==> src/rtl/mem_access_stage.sv <==
// mem_access_stage: LEGv8 memory stage.
// Holds the EX/MEM pipeline register, resolves conditional branches, and runs a
// ready-handshaked load/store against data memory. Upstream is stalled while an
// access is outstanding. A registered writeback result is presented one cycle
// after the result becomes known.
module mem_access_stage #(
   parameter int unsigned N           = 64,
   parameter int unsigned MEM_TIMEOUT = 15
) (
   input  logic         clk,
   input  logic         reset,

   // Execute-stage results and control
   input  logic         valid_E,
   input  logic         MemRead_E,
   input  logic         MemWrite_E,
   input  logic         RegWrite_E,
   input  logic         MemtoReg_E,
   input  logic         Branch_E,
   input  logic [4:0]   rd_E,
   input  logic [N-1:0] PCBranch_E,
   input  logic [N-1:0] aluResult_E,
   input  logic [N-1:0] writeData_E,
   input  logic         zero_E,

   // Pipeline control back to fetch/execute
   output logic         stall_M,
   output logic         PCSrc_M,
   output logic [N-1:0] PCBranch_M,

   // Data memory port
   output logic         dm_read,
   output logic         dm_write,
   output logic [N-1:0] dm_addr,
   output logic [N-1:0] dm_wdata,
   input  logic         dm_ready,
   input  logic [N-1:0] dm_rdata,

   // Writeback
   output logic         wb_valid,
   output logic         RegWrite_W,
   output logic [4:0]   rd_W,
   output logic [N-1:0] wbData_W,
   output logic         mem_err
);

   // Wide enough to hold 0..MEM_TIMEOUT.
   localparam int unsigned CntW = (MEM_TIMEOUT < 2) ? 1 : $clog2(MEM_TIMEOUT + 1);

   typedef enum logic [0:0] {
      StIdle,
      StAccess
   } state_e;

   state_e          state_q, state_d;
   logic [CntW-1:0] cnt_q, cnt_d;

   // EX/MEM register
   logic            m_valid;
   logic            MemRead_M;
   logic            MemWrite_M;
   logic            RegWrite_M;
   logic            MemtoReg_M;
   logic            Branch_M;
   logic            zero_M;
   logic [4:0]      rd_M;
   logic [N-1:0]    aluResult_M;
   logic [N-1:0]    writeData_M;

   logic            capture;
   logic            mem_op_E;
   logic            in_access;
   logic            timeout;
   logic            illegal_M;
   logic            wb_load_alu;
   logic            wb_load_mem;
   logic            wb_load;
   logic [N-1:0]    wb_data_d;

   // Control decodes; all outputs below come from registered state only.
   always_comb begin
      in_access   = (state_q == StAccess);
      stall_M     = in_access;
      capture     = valid_E & ~in_access;
      mem_op_E    = MemRead_E ^ MemWrite_E;
      timeout     = in_access & ~dm_ready & (cnt_q == CntW'(MEM_TIMEOUT - 1));
      illegal_M   = m_valid & MemRead_M & MemWrite_M;
      PCSrc_M     = m_valid & Branch_M & zero_M;
      dm_read     = in_access & MemRead_M;
      dm_write    = in_access & MemWrite_M;
      dm_addr     = aluResult_M;
      dm_wdata    = writeData_M;
      wb_load_alu = m_valid & ~MemRead_M & ~MemWrite_M;
      wb_load_mem = in_access & dm_ready;
      wb_load     = wb_load_alu | wb_load_mem;
      // Only a completed load with MemtoReg returns memory data.
      wb_data_d   = (wb_load_mem & MemRead_M & MemtoReg_M) ? dm_rdata : aluResult_M;
   end

   // Next-state logic for the access FSM and its timeout counter.
   always_comb begin
      state_d = state_q;
      cnt_d   = cnt_q;
      unique case (state_q)
         StIdle: begin
            cnt_d = '0;
            if (capture && mem_op_E) begin
               state_d = StAccess;
            end
         end
         StAccess: begin
            if (dm_ready || timeout) begin
               state_d = StIdle;
               cnt_d   = '0;
            end else begin
               cnt_d = cnt_q + CntW'(1);
            end
         end
         default: begin
            state_d = StIdle;
            cnt_d   = '0;
         end
      endcase
   end

   // FSM state and counter registers.
   always_ff @(posedge clk or negedge reset) begin
      if (!reset) begin
         state_q <= StIdle;
         cnt_q   <= '0;
      end else begin
         state_q <= state_d;
         cnt_q   <= cnt_d;
      end
   end

   // EX/MEM register: loads only when upstream is not being held off.
   always_ff @(posedge clk or negedge reset) begin
      if (!reset) begin
         m_valid     <= 1'b0;
         MemRead_M   <= 1'b0;
         MemWrite_M  <= 1'b0;
         RegWrite_M  <= 1'b0;
         MemtoReg_M  <= 1'b0;
         Branch_M    <= 1'b0;
         zero_M      <= 1'b0;
         rd_M        <= '0;
         PCBranch_M  <= '0;
         aluResult_M <= '0;
         writeData_M <= '0;
      end else begin
         m_valid <= capture;
         if (capture) begin
            MemRead_M   <= MemRead_E;
            MemWrite_M  <= MemWrite_E;
            RegWrite_M  <= RegWrite_E;
            MemtoReg_M  <= MemtoReg_E;
            Branch_M    <= Branch_E;
            zero_M      <= zero_E;
            rd_M        <= rd_E;
            PCBranch_M  <= PCBranch_E;
            aluResult_M <= aluResult_E;
            writeData_M <= writeData_E;
         end
      end
   end

   // Writeback register: one-cycle valid pulse per retired op.
   always_ff @(posedge clk or negedge reset) begin
      if (!reset) begin
         wb_valid   <= 1'b0;
         RegWrite_W <= 1'b0;
         rd_W       <= '0;
         wbData_W   <= '0;
      end else begin
         wb_valid   <= wb_load;
         RegWrite_W <= wb_load & RegWrite_M;
         if (wb_load) begin
            rd_W     <= rd_M;
            wbData_W <= wb_data_d;
         end
      end
   end

   // Sticky error: illegal read+write op or memory timeout.
   always_ff @(posedge clk or negedge reset) begin
      if (!reset) begin
         mem_err <= 1'b0;
      end else if (illegal_M || timeout) begin
         mem_err <= 1'b1;
      end
   end

endmodule
==> config.mk <==
export PLATFORM = sky130hd
export DESIGN_NAME = mem_access_stage
export DESIGN_NICKNAME = d
export VERILOG_FILES = /design/src/rtl/mem_access_stage.sv
export SDC_FILE = /design/constraint.sdc
export NUM_CORES = 1
export LEC_CHECK = 0
export CORE_AREA = 2 2 212 214
export DETAILED_ROUTE_END_ITERATION = 10
export DIE_AREA = 0 0 214 216
export PLACE_DENSITY_LB_ADDON = 0.15
export SETUP_SLACK_MARGIN = 0.3
export SYNTH_ARGS = -nofsm -noshare
export SYNTH_HDL_FRONTEND = slang
export SYNTH_SLANG_ARGS = --single-unit
==> constraint.sdc <==
create_clock -name clk -period 4 [get_ports clk]
set_clock_uncertainty 0.15 [all_clocks]
set_input_delay 1.2 -clock clk [delete_from_list [all_inputs] [get_ports clk]]
set_output_delay 1.2 -clock clk [all_outputs]
set_load 0.1 [all_outputs]
# Word level (Yosys, flattened, before mapping)
# Cells that the tools add are included.
# word_totals
reg_bits,281
inputBits,271
out_inout_bits,268
wordCells,50
# op_classes
add_sub_neg,1
n_eq_ne,1
mux,6
bitwise_logic,21
n_reduce_logical,3
# ops
operator,count
64-bit 2-to-1 mux,1
1-bit AND,15
4-bit one-hot mux with 2 select lines,1
4-bit by 1-bit adder with 4-bit output (second input constant),1
4-bit == test (second input constant),1
4-bit 2-to-1 mux,1
1-bit inverter,4
1-bit logical OR,2
1-bit 2-to-1 mux,2
1-bit one-hot mux with 2 select lines,1
1-bit logical AND,1
1-bit OR,1
1-bit bitwise XOR,1

# Longest topological paths before layout
# Gate-level depths: netlist of the first run.
# logic_depth
ltp_word,6
mapped_depth,5

# Worst setup path after synthesis of the first run
# OpenSTA, ideal clock, no wires.
# synth_timing
kind,flip-flop to output port
from,"register state_q, in the netlist stall_M"
to,output port dm_read
t_arrival_ps,1871
slack_ps,779
path_stages_with_launch,2
path_cell_list,dfrtp_1 -> and2_1
# synth_between
elab_chain_len,1
# synth_lines
element,line,source
start: declaration,55,"state_e state_q, state_d;"
start signal: assignment,129,state_q <= StIdle;
start signal: assignment,132,state_q <= state_d;
1-bit AND,89,dm_read = in_access & MemRead_M;
end: declaration,32,"output logic dm_read,"
# No other way between the ends.

# Final worst setup path of the first run
# Ends and elaborated chain as after synthesis.

==> summary.md, run 1 <==
| Metric | Value |
|---|---|
| Run status | finished, final reports clean |
| Least-Margin Pin Slew | 0.623 ns |
| Largest stage delay on the critical path | 0.51 ns |
| Clock Latency Late Sink | 0.52 ns |
| Row cnt | 77 |
| Arr. time, crit path | 1.52 ns |
| Maxcap violations | 0 |
| Peak VDD IR | 0.367 mV |
| Grt total ovfl | 0 |
| Netlist cell types | 21 |
| First-pass GRT wire length | 54.6 mm |
| DR iter-0 viols | 188 |
| Synth warn | 0 |
| Avg WL per Cell | 19.4 um |
| Max Fclk | 349 MHz |
| Largest net degree at the start of global routing | 75 |
| Sequential area share after synthesis | 0.615 |
| Syn_area_per_cell | 16.8 um^2 |
| Ports | 539 |
| Area delta synth->final | 57.1% |
| Final nets | 1,504 |
| Chip width | 214 um |
| WL final | 35.7 mm |
| Leading area contributor after synthesis | dfrtp_1 |
| Worst Path Required | 2.65 ns |
| Synth Cell Area | 11,400 um^2 |
| Gr usage total | 0.154 |
| Root buffer cell | clkbuf_16 |
| Final weighted congestion in routability-driven placement | 0.747 |
| Initial antenna violation count | 2 |
| Sum Neg Setup Slack | 0 ns |
| Synthesized flop and latch total | 281 |
| Synth top area cells | dfrtp_1 (61%), mux2_2 (27%), mux2_4 (7.9%) |
| CTS tree | built |
| Post-CTS sizing | 0 |
| Vias per Instance | 4.21 |
| Largest delay contributor family on the critical path | flip-flops |
| I/O Buffers | 538 |
| Die ar. | 46,200 um^2 |
| Final Power | 0.0159 W |
| Layout cells sized above 1 | 0.534 |
| H-tree Lvls | 2 |
| Final critical-path required period | 2.87 ns |
| Hold Crit Class | reg2reg |
| Clk slew on worst S/H paths | 0.06 ns |
| Final worst path period share | 0.717 |
| Worst setup path category | reg2out |
| Core footprint | 43,800 um^2 |
| First drt pass iteration count | 4 |
| DP Cell Count | 1,786 |
| Max Slew Vio Count | 0 |
| PwrDens | 884 nW/um^2 |
| # DRC | 0 |
| CP Capture Type | output pin |
| Initial Utilization | 0.261 |
| Slew margin rel. | 0.585 |
| Vias | 7,763 |
| Die Y | 216 um |
| ANT nets after route | 0 |
| Hold Vio Cnt, Final | 0 |
| Number of global-route vias before repair | 8,701 |
| Total CTS buffers | 35 |
| Hold_buf cts | 0 |
| Nature of the critical path startpoint | register |
| Cell breakdown of the critical path | and2_1 > buf_4 |
| Cells after Synth | 680 |
| Syn Nets | 953 |
| Post-DP HPWL | 25.8 mm |
| RSZ-0062 raised after global routing | false |
| Clock sink count | 281 |
| Area share of the largest cell type after synthesis | 0.615 |
| Final Setup Violations | 0 |
| Worst path slowest cell | dfrtp_1 |
| Static leakage | 7.99 nW |
| Crit Path Max Fanout | 7 |
| Post-CTS setup buffers | 0 |
| Cell Count, Final, Fillers Out | 1,845 |
| Maximum root-to-sink buffer count | 3 |
| CP Buf/Inv Count | 1 |
[cell families after synthesis]
| kind of cell | Yosys count | synth area share |
|---|---|---|
| compound gates | 3 | 0.00175 |
| xor+xnor | 3 | 0.00230 |
| fa+ha+maj | 2 | 0.00219 |
| buf+inv | 37 | 0.0194 |
| flops | 281 | 0.615 |
| mux | 336 | 0.350 |
| simple gates | 18 | 0.00951 |
[per-stage QoR]
step	hold WS [ns]	instance area (um^2)	setup WS, ns	util
CTS	0.332	18000	1.08	0.410
detailed placement	0.315	16900	0.819	0.385
finish	0.332	18000	1.13	0.410
global route	0.351	18000	1.06	0.410
global placement	0.307	16900	0.802	0.385
floorplan	0.299	11400	0.779	-
[path summary, 6_finish.rpt]
path / start / to / slack, ns / cells past startpoint
setup / recovery: stall_M / dm_read / 1.13 / 2
hold / removal: RegWrite_M / RegWrite_W / 0.33 / 1
setup reg to reg: stall_M / wbData_W[2] / 2.04 / 4
hold reg to reg: RegWrite_M / RegWrite_W / 0.33 / 1
max in group asynchronous: reset / wbData_W[28] / 2.29 / 2
min in group asynchronous: reset / PCBranch_M[35] / 0.47 / 1
[registers in the layout, indices dropped and copies added (netlist names), 4 cells and up]
name,count
cnt_q,4
rd_W,5
rd_M,5
wbData_W,64
dm_addr,64
PCBranch_M,64
dm_wdata,64
[per-layer routing]
layer / up-vias / global-route usage / part of all wire
met4: 2 / 0.0506 / 0.023
met2: 301 / 0.264 / 0.50
met1: 3859 / 0.174 / 0.39
met3: 53 / 0.0616 / 0.091
met5: - / 0 / 0.00034
li1: 3548 / - / -
[Yosys cell counts]
cell      instances
nand4_4           1
buf_2            30
nand3_1           2
o21ai_0           1
dfrtp_1         281
nor2_1            4
mux2_2          276
and2_1            3
and3_1            1
nand2_1           3
ha_1              2
mux2_4           60
buf_6             6
xnor2_1           1
nor2b_1           1
nand2b_1          2
o21ai_2           1
a31oi_1           1
xor2_1            2
inv_1             1
or2b_1            1
[where the power goes]
part / internal [W] / switching, W / total, W
registers: 0.00363 / 0.000454 / 0.00408
clock network: 0.00184 / 0.00122 / 0.00306
logic: 0.00208 / 0.00668 / 0.00876
total: 0.00755 / 0.00835 / 0.0159
[cell usage in the layout (no fill, tap or decap), drive strengths merged, types with 3 or more instances in the layout]
master	instances
mux2	336
and2	3
nand2	3
buf	281
nor2	4
dfrtp	281
clkinv	4
clkbuf	50
clkdlybuf4s50	269
[cell type report]
| class | count | area (um^2) |
|---|---|---|
| sequential | 281 | 7030 |
| tap | 592 | 741 |
| fill | 4176 | 25900 |
| timing repair buffer | 550 | 4910 |
| inverter | 1 | 3.75 |
| multi-input combinational | 362 | 4200 |
| clock buffer | 50 | 992 |
| antenna | 2 | 5.00 |
| clock inverter | 7 | 88.8 |
Note: power is estimated with default switching activity, not from simulation.
==> run 2: changes to the inputs <==
--- a/config.mk
+++ b/config.mk
@@ -5,9 +5,9 @@
 export SDC_FILE = /design/constraint.sdc
 export NUM_CORES = 1
 export LEC_CHECK = 0
-export CORE_AREA = 2 2 212 214
+export CORE_AREA = 2 2 209 211
 export DETAILED_ROUTE_END_ITERATION = 10
-export DIE_AREA = 0 0 214 216
+export DIE_AREA = 0 0 211 213
 export PLACE_DENSITY_LB_ADDON = 0.15
 export SETUP_SLACK_MARGIN = 0.3
 export SYNTH_ARGS = -nofsm -noshare
==> constraint.sdc (replaced) <==
create_clock -name clk -period 2.8 [get_ports clk]
set_clock_uncertainty 0.15 [all_clocks]
set_input_delay 0.84 -clock clk [delete_from_list [all_inputs] [get_ports clk]]
set_output_delay 0.84 -clock clk [all_outputs]
set_load 0.1 [all_outputs]
==> summary.md, run 2 (same netlist as run 1, synthesis figures left out) <==
| Metric | Value |
|---|---|
| Final Setup Violations | 0 |
| Cell breakdown of the critical path | and2_2 > buf_4 |
| Arr. time, crit path | 1.44 ns |
| Maximum root-to-sink buffer count | 3 |
| Post-CTS sizing | 0 |
| Total CTS buffers | 35 |
| WL met2 | 18.7 mm |
| Vias | 7,856 |
| Sum Neg Setup Slack | 0 ns |
| H-tree Lvls | 2 |
| I/O Buffers | 538 |
| Die Y | 213 um |
| Max Slew Vio Count | 0 |
| Final nets | 1,526 |
| Clock Latency Late Sink | 0.52 ns |
| Vias per Instance | 4.31 |
| Largest delay contributor family on the critical path | flip-flops |
| Largest net degree at the start of global routing | 66 |
| Initial Utilization | 0.268 |
| DR iter-0 viols | 332 |
| Clk slew on worst S/H paths | 0.06 ns |
| Peak VDD IR | 0.622 mV |
| M1 wire length | 13.7 mm |
| Reg-to-Reg Start | MemRead_M |
| Hold_buf cts | 0 |
| Number of global-route vias before repair | 8,543 |
| Max layer used | met4 |
| Static leakage | 8.13 nW |
| Clock sink count | 281 |
| Worst path slowest cell | dfrtp_2 |
| Worst Path Required | 1.81 ns |
| Most common library cell in the layout ignoring fill and taps | buf_4 |
| Layout cells sized above 1 | 0.544 |
| Pre-CTS WS | 0.0330 ns |
| Max Fclk | 412 MHz |
| Nature of the critical path startpoint | register |
| RSZ-0062 raised after global routing | false |
| Post-CTS setup buffers | 0 |
| Row cnt | 76 |
| Ports | 539 |
| Grt total ovfl | 0 |
| Final Power | 0.0229 W |
| Met3 WL | 2.59 mm |
| First drt pass iteration count | 4 |
| PwrDens | 1260 nW/um^2 |
| Run status | finished, final reports clean |
| Commonest non-fill, non-tap cells in the layout | buf_4 (287), dfrtp_1 (280), mux2_2 (276), clkdlybuf4s50_1 (269), mux2_4 (60) |
| First-pass GRT wire length | 52.9 mm |
| ANT nets after route | 0 |
| Worst setup path category | reg2out |
| Hold Crit Class | in2async |
| Core footprint | 42,700 um^2 |
| Final WS setup | 0.372 ns |
| Hold Vio Cnt, Final | 0 |
| Post-DP HPWL | 27.5 mm |
| Area delta synth->final | 59.1% |
| Crit Path Max Fanout | 7 |
| CP Capture Type | output pin |
| CTS tree | built |
| Final critical-path required period | 2.43 ns |
| Avg WL per Cell | 19.8 um |
| Setup slack, reg-to-reg | 0.91 ns |
| Least-Margin Pin Slew | 0.622 ns |
| Die ar. | 44,900 um^2 |
| Root buffer cell | clkbuf_16 |
| CP Buf/Inv Count | 1 |
| WL final | 36.1 mm |
| Slew margin rel. | 0.586 |
| Chip width | 211 um |
| Initial antenna violation count | 2 |
| Final weighted congestion in routability-driven placement | 0.739 |
| Final worst path period share | 0.867 |
| R2R depth | 4 |
| Gr usage total | 0.157 |
| # DRC | 0 |
| Reg2reg end | wbData_W[60] |
| Largest stage delay on the critical path | 0.46 ns |
| Maxcap violations | 0 |
-- run 2: changes by cell type in the layout (fill, tap and decap cells not counted), sizes merged --
cell    change
buf        +22
clkbuf      +4
bufinv      -1
clkinv      -1
inv         -1
-- run 2: power by group --
part	internal (W)	switching, W
Combinational	0.00302	0.00954
Sequential	0.00519	0.000694
Clock	0.00268	0.00174
Total	0.0109	0.0120
-- run 2: how the worst max path moves through the flow --
stage	start	end	slack [ns]	depth (start not counted)
6_report	stall_M	dm_write	0.37	2
5_1_grt	stall_M	dm_read	0.31	2
4_1_cts	stall_M	dm_write	0.31	2
3_5_place_dp	dm_ready	wbData_W[29]	0.03	5
3_3_place_gp	dm_ready	wbData_W[27]	0.04	5
2_1_floorplan	stall_M	dm_read	0.51	1
-- run 2: cell type report --
type	instances	area [um^2]
Clock inverter	4	48.8
Timing Repair Buffer	572	5160
Antenna cell	2	5.00
Sequential cell	281	7030
Clock buffer	54	1060
Inverter	1	3.75
Tap cell	546	683
Fill cell	3947	24500
Multi-Input combinational cell	362	4210
-- run 2: per-layer routing --
layer / vias to the layer above / track usage
met4: 0 / 0.0658
met3: 54 / 0.0456
met1: 3944 / 0.179
li1: 3579 / -
met2: 279 / 0.275
met5: - / 0
-- run 2: metrics by stage --
step / instances / hold slack, ns / instance area (um^2) / utilization
floorplan: 680 / 0.299 / 11400 / -
global placement: 1762 / 0.310 / 17100 / 0.400
detailed placement: 1762 / 0.323 / 17100 / 0.400
CTS: 1820 / 0.119 / 18200 / 0.426
global route: 1821 / 0.126 / 18200 / 0.426
finish: 1822 / 0.0983 / 18200 / 0.426
==> run 3: changes to the inputs <==
--- a/config.mk
+++ b/config.mk
@@ -5,6 +5,7 @@
 export SDC_FILE = /design/constraint.sdc
 export NUM_CORES = 1
 export LEC_CHECK = 0
+export CAP_MARGIN = 5
 export CORE_AREA = 2 2 209 211
 export DETAILED_ROUTE_END_ITERATION = 10
 export DIE_AREA = 0 0 211 213
==> results of run 3 <==
No change in the layout: final DEF, timing and power equal those of run 2.
